--- src/rtl/sobel_data_buffer.sv ---
// Streaming 3x3 window generator for the Sobel pipeline: two row-delay lines
// (fixed-length FIFO + 3-tap shift row) plus a frame pixel counter with done pulse.
module sobel_data_buffer #(
    parameter int DEPTH_1    = 3,
    parameter int DEPTH_2    = 3,
    parameter int ROWS       = 5,
    parameter int COLS       = 6,
    parameter int DATA_WIDTH = 8
) (
    input  logic                  clk,
    input  logic                  rst,
    input  logic                  we_i,
    input  logic [DATA_WIDTH-1:0] data_i,
    output logic [DATA_WIDTH-1:0] d0_o,
    output logic [DATA_WIDTH-1:0] d1_o,
    output logic [DATA_WIDTH-1:0] d2_o,
    output logic [DATA_WIDTH-1:0] d3_o,
    output logic [DATA_WIDTH-1:0] d4_o,
    output logic [DATA_WIDTH-1:0] d5_o,
    output logic [DATA_WIDTH-1:0] d6_o,
    output logic [DATA_WIDTH-1:0] d7_o,
    output logic [DATA_WIDTH-1:0] d8_o,
    output logic                  done_o
);

    localparam int NPIX  = ROWS * COLS;
    localparam int CNT_W = (NPIX > 1) ? $clog2(NPIX) : 1;
    localparam logic [CNT_W-1:0] LAST_PIX = CNT_W'(NPIX - 1);

    // Index 0 is the leftmost (oldest) tap of each window row.
    logic [DATA_WIDTH-1:0] top_q [3];
    logic [DATA_WIDTH-1:0] top_d [3];
    logic [DATA_WIDTH-1:0] mid_q [3];
    logic [DATA_WIDTH-1:0] mid_d [3];
    logic [DATA_WIDTH-1:0] bot_q [3];
    logic [DATA_WIDTH-1:0] bot_d [3];

    logic [DATA_WIDTH-1:0] fifo1_q [DEPTH_1];
    logic [DATA_WIDTH-1:0] fifo1_d [DEPTH_1];
    logic [DATA_WIDTH-1:0] fifo2_q [DEPTH_2];
    logic [DATA_WIDTH-1:0] fifo2_d [DEPTH_2];

    logic [CNT_W-1:0] cnt_q, cnt_d;
    logic             done_q, done_d;

    always_comb begin
        // NOTE: every _d starts as its _q (done as 0) so no path leaves a latch.
        top_d   = top_q;
        mid_d   = mid_q;
        bot_d   = bot_q;
        fifo1_d = fifo1_q;
        fifo2_d = fifo2_q;
        cnt_d   = cnt_q;
        done_d  = 1'b0;

        if (we_i) begin
            bot_d[2] = data_i;
            bot_d[1] = bot_q[2];
            bot_d[0] = bot_q[1];

            fifo2_d[0] = bot_q[0];
            for (int i = 1; i < DEPTH_2; i++) fifo2_d[i] = fifo2_q[i-1];

            mid_d[2] = fifo2_q[DEPTH_2-1];
            mid_d[1] = mid_q[2];
            mid_d[0] = mid_q[1];

            fifo1_d[0] = mid_q[0];
            for (int i = 1; i < DEPTH_1; i++) fifo1_d[i] = fifo1_q[i-1];

            top_d[2] = fifo1_q[DEPTH_1-1];
            top_d[1] = top_q[2];
            top_d[0] = top_q[1];

            if (cnt_q == LAST_PIX) begin
                cnt_d  = '0;
                done_d = 1'b1;
            end else begin
                cnt_d = cnt_q + CNT_W'(1);
            end
        end
    end

    always_ff @(posedge clk or posedge rst) begin
        if (rst) begin
            // NOTE: line buffers are reset too, so unprimed taps read as zero.
            for (int i = 0; i < 3; i++) begin
                top_q[i] <= '0;
                mid_q[i] <= '0;
                bot_q[i] <= '0;
            end
            for (int i = 0; i < DEPTH_1; i++) fifo1_q[i] <= '0;
            for (int i = 0; i < DEPTH_2; i++) fifo2_q[i] <= '0;
            cnt_q  <= '0;
            done_q <= 1'b0;
        end else begin
            top_q   <= top_d;
            mid_q   <= mid_d;
            bot_q   <= bot_d;
            fifo1_q <= fifo1_d;
            fifo2_q <= fifo2_d;
            cnt_q   <= cnt_d;
            done_q  <= done_d;
        end
    end

    assign d0_o   = top_q[0];
    assign d1_o   = top_q[1];
    assign d2_o   = top_q[2];
    assign d3_o   = mid_q[0];
    assign d4_o   = mid_q[1];
    assign d5_o   = mid_q[2];
    assign d6_o   = bot_q[0];
    assign d7_o   = bot_q[1];
    assign d8_o   = bot_q[2];
    assign done_o = done_q;

endmodule

--- config.mk ---
export PLATFORM = sky130hd
export DESIGN_NAME = sobel_data_buffer
export DESIGN_NICKNAME = d
export VERILOG_FILES = /design/src/rtl/sobel_data_buffer.sv
export SDC_FILE = /design/constraint.sdc
export NUM_CORES = 1
export LEC_CHECK = 0
export CAP_MARGIN = 20
export CORE_MARGIN = 10
export CORE_UTILIZATION = 40
export CTS_CLUSTER_DIAMETER = 100
export DETAILED_ROUTE_END_ITERATION = 8
export DONT_BUFFER_PORTS = 1
export PLACE_DENSITY_LB_ADDON = 0.25
export SLEW_MARGIN = 10
export SYNTH_ARGS = -nofsm -noshare
export SYNTH_HDL_FRONTEND = slang
export SYNTH_SLANG_ARGS = --single-unit
export TNS_END_PERCENT = 30
--- constraint.sdc ---
create_clock -name clk -period 4.08 [get_ports clk]
set_input_delay 0.816 -clock clk [delete_from_list [all_inputs] [get_ports clk]]
set_output_delay 0.816 -clock clk [all_outputs]
set_load 0.01 [all_outputs]
==> results of run 1 <==
worst register-to-register path, stage by stage (launching register included):
cell,delay [ns]
sky130_fd_sc_hd__dfrtp_1,0.41
sky130_fd_sc_hd__inv_1,0.09
sky130_fd_sc_hd__ha_1,0.22
sky130_fd_sc_hd__and4_1,0.24
sky130_fd_sc_hd__nor2_1,0.04
sky130_fd_sc_hd__mux2_2,0.26
registers in the layout, indices dropped and copies added, names as in the netlist, 8 cells and up:
name	cells
d8_o	8
d7_o	8
d1_o	8
d4_o	8
d6_o	8
fifo2_q	24
fifo1_q	24
d3_o	8
d5_o	8
d0_o	8
d2_o	8
where the power goes:
part / leakage (nW) / switching, W / total [W] / internal (W)
logic: 0.562 / 0.000154 / 0.000531 / 0.000377
clock network: 0.316 / 0.000512 / 0.00164 / 0.00113
registers: 1.51 / 0.000490 / 0.00221 / 0.00172
total: 2.39 / 0.00116 / 0.00439 / 0.00323
metal layers:
layer	GRT usage [%]	wire length, µm	part of all wire (%)
met2	12.65	3307	43
met3	8.320	1128	15
met4	3.968	71	0.93
met1	11.56	3162	41
met5	0	0	0
worst max-delay path by stage:
| stage | slack [ns] | startpoint | depth (start not counted) | endpoint |
|---|---|---|---|---|
| after detailed placement | 2.63 | rst | 2 | d7_o[1] |
| after global placement | 2.65 | rst | 2 | d8_o[1] |
| after global routing | 2.34 | d4_o[3] | 0 | d4_o[3] |
| after CTS | 2.38 | d4_o[3] | 0 | d4_o[3] |
| final | 2.40 | d2_o[2] | 0 | d2_o[2] |
| after floorplan | 1.71 | rst | 1 | cnt_q[0] |
stage by stage:
step | area, µm² | hold slack [ns]
global route | 5525 | 0.4020
CTS | 5525 | 0.3976
detailed placement | 4867 | 0.4898
finish | 5525 | 0.3891
global placement | 4867 | 0.4844
floorplan | 4812 | 0.4749
synth_stat cells:
cell,number,share of area (%)
sky130_fd_sc_hd__dfrtp_1,126,66
sky130_fd_sc_hd__o21ai_0,4,0.42
sky130_fd_sc_hd__mux2_2,121,28
sky130_fd_sc_hd__buf_2,1,0.10
sky130_fd_sc_hd__nand2_1,3,0.23
sky130_fd_sc_hd__ha_1,2,0.52
sky130_fd_sc_hd__o21ai_1,2,0.21
sky130_fd_sc_hd__a31oi_1,1,0.13
sky130_fd_sc_hd__and4_1,1,0.18
sky130_fd_sc_hd__nand2b_1,1,0.13
sky130_fd_sc_hd__nand3_1,1,0.10
sky130_fd_sc_hd__buf_6,13,3.0
sky130_fd_sc_hd__inv_1,3,0.23
sky130_fd_sc_hd__nand4_1,2,0.26
sky130_fd_sc_hd__a22oi_1,1,0.16
sky130_fd_sc_hd__o22ai_1,1,0.13
sky130_fd_sc_hd__nor2_1,3,0.23
cell type report:
cell class              instances  area [µm²]  share of cell area, %
clock buffers                  22       474.2                  8.582
clock inverters                10       183.9                  3.329
flip-flops and latches        126        3153                  57.07
inverters                       3       15.01                 0.2717
repair buffers                  2       27.53                 0.4982
well taps                     143       178.9                  3.238
multi-input cells             143        1493                  27.02
placed cells by master (no fill, tap or decap):
| cell type | n |
|---|---|
| sky130_fd_sc_hd__nand2b_1 | 1 |
| sky130_fd_sc_hd__buf_12 | 1 |
| sky130_fd_sc_hd__bufinv_16 | 5 |
| sky130_fd_sc_hd__mux2_2 | 121 |
| sky130_fd_sc_hd__nand4_1 | 2 |
| sky130_fd_sc_hd__ha_1 | 2 |
| sky130_fd_sc_hd__clkbuf_16 | 17 |
| sky130_fd_sc_hd__o22ai_1 | 1 |
| sky130_fd_sc_hd__a31oi_1 | 1 |
| sky130_fd_sc_hd__o21ai_1 | 2 |
| sky130_fd_sc_hd__nand2_1 | 3 |
| sky130_fd_sc_hd__o21ai_0 | 4 |
| sky130_fd_sc_hd__dfrtp_1 | 126 |
| sky130_fd_sc_hd__and4_1 | 1 |
| sky130_fd_sc_hd__clkinvlp_4 | 3 |
| sky130_fd_sc_hd__buf_4 | 1 |
| sky130_fd_sc_hd__clkbuf_8 | 3 |
| sky130_fd_sc_hd__a22oi_1 | 1 |
| sky130_fd_sc_hd__clkbuf_1 | 2 |
| sky130_fd_sc_hd__clkinv_4 | 1 |
| sky130_fd_sc_hd__nor2_1 | 3 |
| sky130_fd_sc_hd__nand3_1 | 1 |
| sky130_fd_sc_hd__clkinv_2 | 2 |
| sky130_fd_sc_hd__inv_1 | 2 |
logic make-up after synthesis:
group	count (synthesis)	synth area share (%)
buffers and inverters	17	3.383
AO/OA/AOI/OAI	9	1.041
multiplexers	121	28.34
adder cells (fa/ha/maj)	2	0.5203
AND/OR/NAND/NOR	11	1.145
flip-flops	126	65.57
==> impl_metrics.sql, run 1 <==
INSERT INTO impl_metrics (metric_group, metric, value, unit) VALUES
('worst_setup_path', 'critical_path.max_fanout', '3', ''),
('worst_hold_path', 'worst_min_delay_path_category', 'input port to asynchronous set/reset pin', ''),
('worst_setup_path', 'crit_type', 'flop to output port', ''),
('cts', 'cts_tree', 'yes', ''),
('worst_setup_path', 'reg2reg_slack', '2.71', 'ns'),
('logic_synthesis', 'ys.warnings.count', '0', ''),
('worst_setup_path', 'worstPathArrival', '0.86', 'ns'),
('timing', 'final_min_period_over_clock_period', '41.13', '%'),
('final_layout', 'nets', '306', ''),
('routing', 'detailedRoute.firstPassIterationCount', '4', ''),
('logic_synthesis', 'synthesis.instances', '286', ''),
('logic_synthesis', 'syn-mean-instance-area', '16.81', 'µm²'),
('worst_setup_path', 'critPathLaunchType', 'flop', ''),
('logic_synthesis', 'synth.ff_latch_count', '126', ''),
('routing', 'vias', '2270', ''),
('floorplan', 'design.portCount', '84', ''),
('outcome', 'outcome', 'complete, no violations', ''),
('final_layout', 'antenna-diode-count', '0', ''),
('worst_setup_path', 'crit_path_end_kind', 'output port', ''),
('final_layout', 'layoutNonFillerInstCount', '449', ''),
('timing', 'slew_violations', '0', ''),
('cts', 'worst_skew_pair.late_latency', '0.40', 'ns'),
('floorplan', 'fp.coreArea', '0.01161', 'mm²'),
('timing', 'setup_violations', '0', ''),
('global_route', 'grt_antenna_before_repair', '0', ''),
('timing', 'fmaxAchievable', '0.5959', 'GHz'),
('power_and_ir_drop', 'static-leakage-power', '2.386', 'nW'),
('power_and_ir_drop', 'vdd_drop_max', '0.5053', 'mV'),
('floorplan', 'dieArea', '0.01681', 'mm²'),
('cts', 'cts_setup_buffers', '0', ''),
('place', 'dp_slack', '2.635', 'ns'),
('logic_synthesis', 'synth_sequential_area_ratio', '65.57', '%'),
('cts', 'cts_hold_buf', '0', ''),
('floorplan', 'start_util', '41.40', '%'),
('final_layout', 'layout.filler_cells', '1024', ''),
('worst_setup_path', 'cp_data_required_time', '3.26', 'ns'),
('routing', 'antenna_left', '0', ''),
('cts', 'cts_buffers', '17', ''),
('cts', 'numClockSinks', '126', ''),
('final_layout', 'area_growth_syn_to_layout', '14.91', '%'),
('logic_synthesis', 'synthesis.nets', '299', ''),
('final_layout', 'final_util', '47.58', '%'),
('worst_setup_path', 'critical_path.reg2reg.startpoint', 'cnt_q[1]', ''),
('final_layout', 'final_layout_size_suffix_gt1_share', '50.33', '%'),
('floorplan', 'fp-row-count', '39', ''),
('floorplan', 'die_h', '129.6', 'µm'),
('flow_run', 'drv_cap', '0', ''),
('global_route', 'via_count_of_the_first_global_routing_pass', '2357', ''),
('global_route', 'grt_first_pass_wirelength', '12750', 'µm'),
('timing', 'tightestPinTransition', '0.6614', 'ns'),
('routing', 'drc', '0', ''),
('timing', 'finalWorstPathRequiredPeriod', '1.678', 'ns'),
('timing', 'maxSlewHeadroom', '55.91', '%'),
('timing', 'finClkSkew', '0.004032', 'ns'),
('logic_synthesis', 'synth.cell_area', '0.004808', 'mm²'),
('place', 'place_congestion', '0.6759', ''),
('global_route', 'track_usage', '9.855', '%'),
('routing', 'wl_per_cell', '17.08', 'µm'),
('cts', 'ctsRootBufferMaster', 'sky130_fd_sc_hd__clkbuf_16', ''),
('routing', 'postRouteWirelength', '7670', 'µm'),
('worst_setup_path', 'worst_r2r_path_depth', '5', ''),
('timing', 'finalSetupTns', '0', 'ns'),
('timing', 'rsz0062_at_grt', 'false', ''),
('place', 'buffer_ports.inserted', '0', ''),
('power_and_ir_drop', 'power_density', '793.7', 'mW/mm²'),
('floorplan', 'chipWidth', '129.6', 'µm'),
('cts', 'htree_num_levels', '4', ''),
('timing', 'setup_slack', '2.402', 'ns'),
('timing', 'finalHoldViolations', '0', ''),
('global_route', 'grt-ovfl-total', '0', ''),
('place', 'post-dp-hpwl', '4830', 'µm'),
('cts', 'ctsLongestPathBuffers', '2', ''),
('worst_setup_path', 'worstReg2RegEnd', 'cnt_q[0]', ''),
('routing', 'detailedRoute.firstIterationViolations', '102', ''),
('power_and_ir_drop', 'total_power', '0.004385', 'W'),
('logic_synthesis', 'yosys.cell_types.count', '17', ''),
('cts', 'cts_resized', '0', ''),
('routing', 'viasPerCell', '5.056', ''),
('cts', 'path_clk_slew', '0.05', 'ns'),
('global_route', 'grt_max_degree', '130', ''),
('place', 'placedCellCount', '417', '');
(Power assumes the default switching activity.)
==> run 2: changes to the inputs <==
- clock period: 4.08 -> 1.51 ns (I/O delays scaled with it)
==> run 2 against run 1 <==
Net effect: count of clock-buffer cells in the layout increased by 3; clock power increased by 150%; global-route usage about the same; final cell count unchanged; sequential share of layout area increased by 0.44 points.
==> impl_metrics.sql, run 2 (synthesis gave the netlist of run 1 again) <==
INSERT INTO impl_metrics (metric_group, metric, value, unit) VALUES
('routing', 'vias', '2316', ''),
('timing', 'fmaxAchievable', '0.7241', 'GHz'),
('cts', 'cts_tree', 'yes', ''),
('worst_setup_path', 'crit_path_end_kind', 'flop', ''),
('cts', 'ctsLongestPathBuffers', '2', ''),
('flow_run', 'drv_cap', '0', ''),
('place', 'dp_slack', '0.1361', 'ns'),
('timing', 'finalHoldViolations', '0', ''),
('final_layout', 'layout.filler_cells', '1018', ''),
('cts', 'ctsRootBufferMaster', 'sky130_fd_sc_hd__clkbuf_16', ''),
('global_route', 'grt_first_pass_wirelength', '12780', 'µm'),
('floorplan', 'die_h', '129.6', 'µm'),
('timing', 'slew_violations', '0', ''),
('routing', 'antenna_left', '0', ''),
('final_layout', 'seq_area', '0.003153', 'mm²'),
('timing', 'rsz0062_at_grt', 'false', ''),
('global_route', 'grt_max_degree', '130', ''),
('place', 'post-dp-hpwl', '4913', 'µm'),
('final_layout', 'final_layout_size_suffix_gt1_share', '49.02', '%'),
('routing', 'drc', '0', ''),
('worst_hold_path', 'worst_min_delay_path_category', 'input port to flop', ''),
('timing', 'setup_violations', '0', ''),
('worst_setup_path', 'worst_r2r_path_depth', '5', ''),
('routing', 'viasPerCell', '5.158', ''),
('cts', 'htree_num_levels', '4', ''),
('final_layout', 'antenna-diode-count', '0', ''),
('global_route', 'grt-ovfl-total', '0', ''),
('cts', 'numClockSinks', '126', ''),
('worst_hold_path', 'holdPathEnd', 'd8_o[7]', ''),
('worst_setup_path', 'worstReg2RegEnd', 'cnt_q[0]', ''),
('global_route', 'grt_antenna_before_repair', '0', ''),
('floorplan', 'dieArea', '0.01681', 'mm²'),
('power_and_ir_drop', 'power_density', '2096', 'mW/mm²'),
('final_layout', 'layout.cell_area.non_filler', '0.005483', 'mm²'),
('worst_setup_path', 'cp_data_required_time', '1.80', 'ns'),
('timing', 'maxSlewHeadroom', '74.59', '%'),
('timing', 'finalWorstPathRequiredPeriod', '1.381', 'ns'),
('cts', 'cts_hold_buf', '1', ''),
('worst_setup_path', 'crit_type', 'flop to flop', ''),
('worst_hold_path', 'min_path_cells', '1', ''),
('place', 'place_congestion', '0.6496', ''),
('floorplan', 'chipWidth', '129.6', 'µm'),
('final_layout', 'multiInputGateArea', '0.001493', 'mm²'),
('floorplan', 'fp.coreArea', '0.01161', 'mm²'),
('floorplan', 'design.portCount', '84', ''),
('timing', 'setup_slack', '0.1289', 'ns'),
('worst_setup_path', 'worstPathArrival', '1.67', 'ns'),
('timing', 'tightestPinTransition', '0.3811', 'ns'),
('routing', 'wl_per_cell', '17.32', 'µm'),
('routing', 'postRouteWirelength', '7778', 'µm'),
('cts', 'path_clk_slew', '0.05', 'ns'),
('place', 'buffer_ports.inserted', '0', ''),
('timing', 'final_min_period_over_clock_period', '91.46', '%'),
('power_and_ir_drop', 'vdd_drop_max', '1.158', 'mV'),
('final_layout', 'commonest_cells_after_routing_fill_and_taps_aside', 'sky130_fd_sc_hd__dfrtp_1 (126), sky130_fd_sc_hd__mux2_2 (121), sky130_fd_sc_hd__clkbuf_16 (17), sky130_fd_sc_hd__clkbuf_1 (5), sky130_fd_sc_hd__o21ai_0 (4)', ''),
('outcome', 'outcome', 'complete, no violations', ''),
('timing', 'finClkSkew', '0.005036', 'ns'),
('final_layout', 'nets', '307', ''),
('global_route', 'via_count_of_the_first_global_routing_pass', '2376', ''),
('cts', 'worst_skew_pair.late_latency', '0.41', 'ns'),
('cts', 'cts_resized', '0', ''),
('worst_setup_path', 'critPathLaunchType', 'flop', ''),
('power_and_ir_drop', 'static-leakage-power', '2.366', 'nW'),
('final_layout', 'largest_registers', 'fifo1_q (24), fifo2_q (24)', ''),
('final_layout', 'area_growth_syn_to_layout', '14.03', '%'),
('worst_hold_path', 'worstHoldStart', 'data_i[7]', ''),
('worst_setup_path', 'critical_path.reg2reg.startpoint', 'cnt_q[1]', ''),
('routing', 'detailedRoute.firstPassIterationCount', '4', ''),
('floorplan', 'fp-row-count', '39', ''),
('place', 'post_dp_cell_area', '0.004880', 'mm²'),
('floorplan', 'start_util', '41.40', '%'),
('worst_setup_path', 'critical_path.max_fanout', '5', ''),
('worst_setup_path', 'reg2reg_slack', '0.13', 'ns'),
('cts', 'cts_setup_buffers', '0', ''),
('routing', 'detailedRoute.firstIterationViolations', '75', ''),
('final_layout', 'most_common_library_cell_in_the_layout_ignoring_fill_and_taps', 'sky130_fd_sc_hd__dfrtp_1', ''),
('cts', 'cts_buffers', '17', ''),
('global_route', 'track_usage', '9.840', '%');
## run 2: power breakdown
group / leakage (nW) / switching [W] / total (W) / internal, W
sequential: 1.51 / 0.00132 / 0.00597 / 0.00465
clock: 0.287 / 0.00136 / 0.00407 / 0.00271
combinational: 0.570 / 0.000423 / 0.00145 / 0.00103
total: 2.37 / 0.00310 / 0.0115 / 0.00839
## run 2: stage by stage
stage / utilization, % / instances / total power (W) / TNS [ns] / hold slack, ns
finish: 47.21 / 449 / 0.01149 / 0 / 0.04228
global route: 47.21 / 449 / 0.01221 / 0 / 0.01976
CTS: 47.21 / 449 / 0.01173 / 0 / 0.01606
detailed placement: 42.02 / 417 / 0.007576 / 0 / 0.3130
global placement: 42.02 / 417 / 0.007413 / 0 / 0.3068
floorplan: - / 286 / 0.007055 / -43.50 / 0.4536
## run 2: worst max-delay path by stage
stage                         from  endpoint  slack, ns  cells after the start
after global routing      cnt_q[1]  cnt_q[0]       0.04                      5
after floorplan                rst  cnt_q[0]      -0.35                      1
final                     cnt_q[1]  cnt_q[0]       0.13                      5
after global placement    cnt_q[1]  cnt_q[0]       0.21                      5
after detailed placement  cnt_q[1]  cnt_q[0]       0.14                      5
after CTS                 cnt_q[1]  cnt_q[0]       0.13                      5
## run 2: final cells by class
class	instances	area share (%)
clock buffer	25	8.854
inverter	3	0.2738
multi-input combinational	143	27.22
tap	143	3.263
timing repair buffer	3	0.9128
clock inverter	6	1.963
sequential	126	57.51
## run 2: layer usage
metal	vias up	share of wire [%]	track usage (%)
met5	-	0	0
met4	0	2.0	5.754
met3	13	13	6.892
met2	79	44	13.37
met1	1191	41	11.11
li1	1033	-	-
## run 2: critical path: stages (launching register included)
cell,delay (ns)
sky130_fd_sc_hd__dfrtp_1,0.40
sky130_fd_sc_hd__inv_1,0.09
sky130_fd_sc_hd__ha_1,0.22
sky130_fd_sc_hd__and4_1,0.24
sky130_fd_sc_hd__nor2_1,0.04
sky130_fd_sc_hd__mux2_2,0.26
==> run 3: changes to the inputs <==
--- a/config.mk
+++ b/config.mk
@@ -12,5 +12,7 @@
 export DETAILED_ROUTE_END_ITERATION = 8
 export DONT_BUFFER_PORTS = 1
+export GPL_TIMING_DRIVEN = 0
 export PLACE_DENSITY_LB_ADDON = 0.25
+export SKIP_LAST_GASP = 1
 export SLEW_MARGIN = 10
 export SYNTH_ARGS = -nofsm -noshare
==> constraint.sdc (replaced) <==
create_clock -name clk -period 1.51 [get_ports clk]
set_input_delay 0.302 -clock clk [delete_from_list [all_inputs] [get_ports clk]]
set_output_delay 0.302 -clock clk [all_outputs]
set_load 0.02 [all_outputs]
==> run 3 against run 2 <==
Net effect: sequential power increased by 9.0%; sequential share of layout area decreased by 1.3 points; design area increased by 2.2%; clock skew about the same; worst setup slack got worse by 0.015 ns; register-to-register slack about the same; via count increased by 2.9%; fmax decreased by 1.1%; routed wire length increased by 9.1%; total power increased by 2.6%; critical path depth unchanged; count of clock-buffer cells in the layout decreased by 1; critical endpoint unchanged; highest routed layer unchanged.
==> impl_metrics.sql, run 3 (synthesis gave the netlist of run 1 again) <==
INSERT INTO impl_metrics (metric_group, metric, value, unit) VALUES
('outcome', 'outcome', 'complete, no violations', ''),
('worst_setup_path', 'reg2reg_slack', '0.11', 'ns'),
('final_layout', 'final_layout_size_suffix_gt1_share', '51.71', '%'),
('routing', 'antenna_left', '0', ''),
('worst_setup_path', 'crit_family', 'flip-flops', ''),
('global_route', 'track_usage', '10.82', '%'),
('floorplan', 'fp.coreArea', '0.01161', 'mm²'),
('place', 'place_congestion', '0.6733', ''),
('routing', 'detailedRoute.firstPassIterationCount', '3', ''),
('final_layout', 'largest_registers', 'fifo1_q (24), fifo2_q (24)', ''),
('worst_setup_path', 'cp_data_required_time', '1.79', 'ns'),
('worst_hold_path', 'worstHoldStart', 'data_i[3]', ''),
('floorplan', 'start_util', '41.40', '%'),
('worst_setup_path', 'worstPathCellList', 'inv_1, ha_1, and4_1, nor2_1, mux2_2', ''),
('worst_setup_path', 'critical_path.reg2reg.startpoint', 'cnt_q[1]', ''),
('flow_run', 'drv_cap', '0', ''),
('worst_setup_path', 'worst_r2r_path_depth', '5', ''),
('worst_setup_path', 'critPathLaunchType', 'flop', ''),
('timing', 'slew_violations', '0', ''),
('power_and_ir_drop', 'static-leakage-power', '2.440', 'nW'),
('worst_setup_path', 'worst_setup_path_startpoint', 'cnt_q[1]', ''),
('floorplan', 'dieArea', '0.01681', 'mm²'),
('floorplan', 'chipWidth', '129.6', 'µm'),
('worst_setup_path', 'timing.critical_path.slowest_stage_cell', 'sky130_fd_sc_hd__dfrtp_1', ''),
('timing', 'rsz0062_at_grt', 'false', ''),
('global_route', 'via_count_of_the_first_global_routing_pass', '2568', ''),
('floorplan', 'fp-row-count', '39', ''),
('place', 'buffer_ports.inserted', '0', ''),
('floorplan', 'design.portCount', '84', ''),
('worst_hold_path', 'worst_min_delay_path_category', 'input port to flop', ''),
('power_and_ir_drop', 'power_density', '2103', 'mW/mm²'),
('timing', 'setup_violations', '0', ''),
('routing', 'postRouteWirelength', '8485', 'µm'),
('final_layout', 'nets', '322', ''),
('worst_setup_path', 'crit_buf_inv', '1', ''),
('cts', 'ctsRootBufferMaster', 'sky130_fd_sc_hd__clkbuf_16', ''),
('cts', 'cts_tree', 'yes', ''),
('power_and_ir_drop', 'total_power', '0.01179', 'W'),
('cts', 'cts_buffers', '17', ''),
('final_layout', 'most_common_library_cell_in_the_layout_ignoring_fill_and_taps', 'sky130_fd_sc_hd__dfrtp_1', ''),
('timing', 'finClkSkew', '0.004871', 'ns'),
('routing', 'viasPerCell', '5.138', ''),
('final_layout', 'commonest_cells_after_routing_fill_and_taps_aside', 'sky130_fd_sc_hd__dfrtp_1 (126), sky130_fd_sc_hd__mux2_2 (121), sky130_fd_sc_hd__clkbuf_16 (17), sky130_fd_sc_hd__buf_6 (13), sky130_fd_sc_hd__clkinv_2 (5)', ''),
('floorplan', 'die_h', '129.6', 'µm'),
('worst_setup_path', 'worstPathArrival', '1.68', 'ns'),
('routing', 'drc', '0', ''),
('power_and_ir_drop', 'vdd_drop_max', '1.021', 'mV'),
('routing', 'detailedRoute.firstIterationViolations', '84', ''),
('timing', 'finalSetupTns', '0', 'ns'),
('worst_setup_path', 'crit_type', 'flop to flop', ''),
('final_layout', 'area_growth_syn_to_layout', '16.58', '%'),
('worst_setup_path', 'critical_path_depth', '5', ''),
('timing', 'hold-worst-slack', '0.04642', 'ns'),
('cts', 'worst_skew_pair.late_latency', '0.40', 'ns'),
('timing', 'tightestPinTransition', '0.6352', 'ns'),
('global_route', 'grt_max_degree', '40', ''),
('cts', 'ctsLongestPathBuffers', '2', ''),
('place', 'post-dp-hpwl', '6169', 'µm'),
('routing', 'vias', '2384', ''),
('timing', 'maxSlewHeadroom', '57.56', '%'),
('global_route', 'grt_antenna_before_repair', '0', ''),
('final_layout', 'layoutNonFillerInstCount', '464', ''),
('global_route', 'grt-ovfl-total', '0', ''),
('worst_setup_path', 'worstReg2RegEnd', 'cnt_q[0]', ''),
('timing', 'finalHoldViolations', '0', ''),
('routing', 'wl_per_cell', '18.29', 'µm'),
('worst_setup_path', 'critical_path.max_stage_delay', '0.40', 'ns'),
('worst_setup_path', 'crit_path_end_kind', 'flop', ''),
('final_layout', 'antenna-diode-count', '0', ''),
('global_route', 'grt_first_pass_wirelength', '13920', 'µm'),
('cts', 'numClockSinks', '126', ''),
('worst_setup_path', 'end_of_the_critical_path', 'cnt_q[0]', ''),
('timing', 'finalWorstPathRequiredPeriod', '1.396', 'ns'),
('cts', 'htree_num_levels', '4', ''),
('timing', 'fmaxAchievable', '0.7164', 'GHz'),
('place', 'placedCellCount', '432', ''),
('worst_setup_path', 'critical_path.max_fanout', '5', ''),
('cts', 'path_clk_slew', '0.05', 'ns'),
('final_layout', 'final_util', '48.27', '%'),
('timing', 'final_min_period_over_clock_period', '92.45', '%');
## run 3: cell types whose count changed in the layout (fill, tap and decap cells not counted), sizes merged
cell / change
clkinv: +3
clkbuf: -1
bufinv: -2
buf: +15
## run 3: area by class of cell
| cell class | count | area (µm²) |
|---|---|---|
| tap | 143 | 178.9 |
| fill | 1019 | 6008 |
| multi-input combinational | 143 | 1493 |
| clock buffer | 24 | 481.7 |
| inverter | 3 | 15.01 |
| timing repair buffer | 4 | 70.07 |
| clock inverter | 7 | 62.56 |
| buffer | 14 | 151.4 |
| sequential | 126 | 3153 |
## run 3: where the power goes
| group | switching (W) | internal [W] |
|---|---|---|
| Combinational | 0.000495 | 0.00106 |
| Sequential | 0.00187 | 0.00464 |
| Clock | 0.00135 | 0.00237 |
| Total | 0.00372 | 0.00807 |
## run 3: what timing repair did
action                                 4_1_cts  5_1_grt
buffers inserted                             0        0
hold buffers                                 1        0
endpoints found under the hold margin       25        0
resized for setup                            0        0
## run 3: worst min-delay path by stage
stage	to	cells after the start
finish	d8_o[3]	1
global route	d8_o[4]	1
CTS	d8_o[7]	1
detailed placement	fifo1_q[21]	1
global placement	d8_o[4]	1
floorplan	d8_o[0]	1
## run 3: stage by stage
stage / instance area, µm² / setup slack (ns)
CTS: 5605 / 0.1141
detailed placement: 5051 / 0.1273
global route: 5605 / 0.03086
global placement: 4991 / -0.9965
floorplan: 4812 / -0.3453
finish: 5605 / 0.1141
## run 3: layer usage
layer / wire length (µm) / up-vias / track usage (%)
met1: 3372 / 1241 / 12.15
met4: 150 / 0 / 5.754
met3: 1036 / 15 / 6.607
li1: - / 1059 / -
met2: 3926 / 69 / 15.74
met5: 0 / - / 0
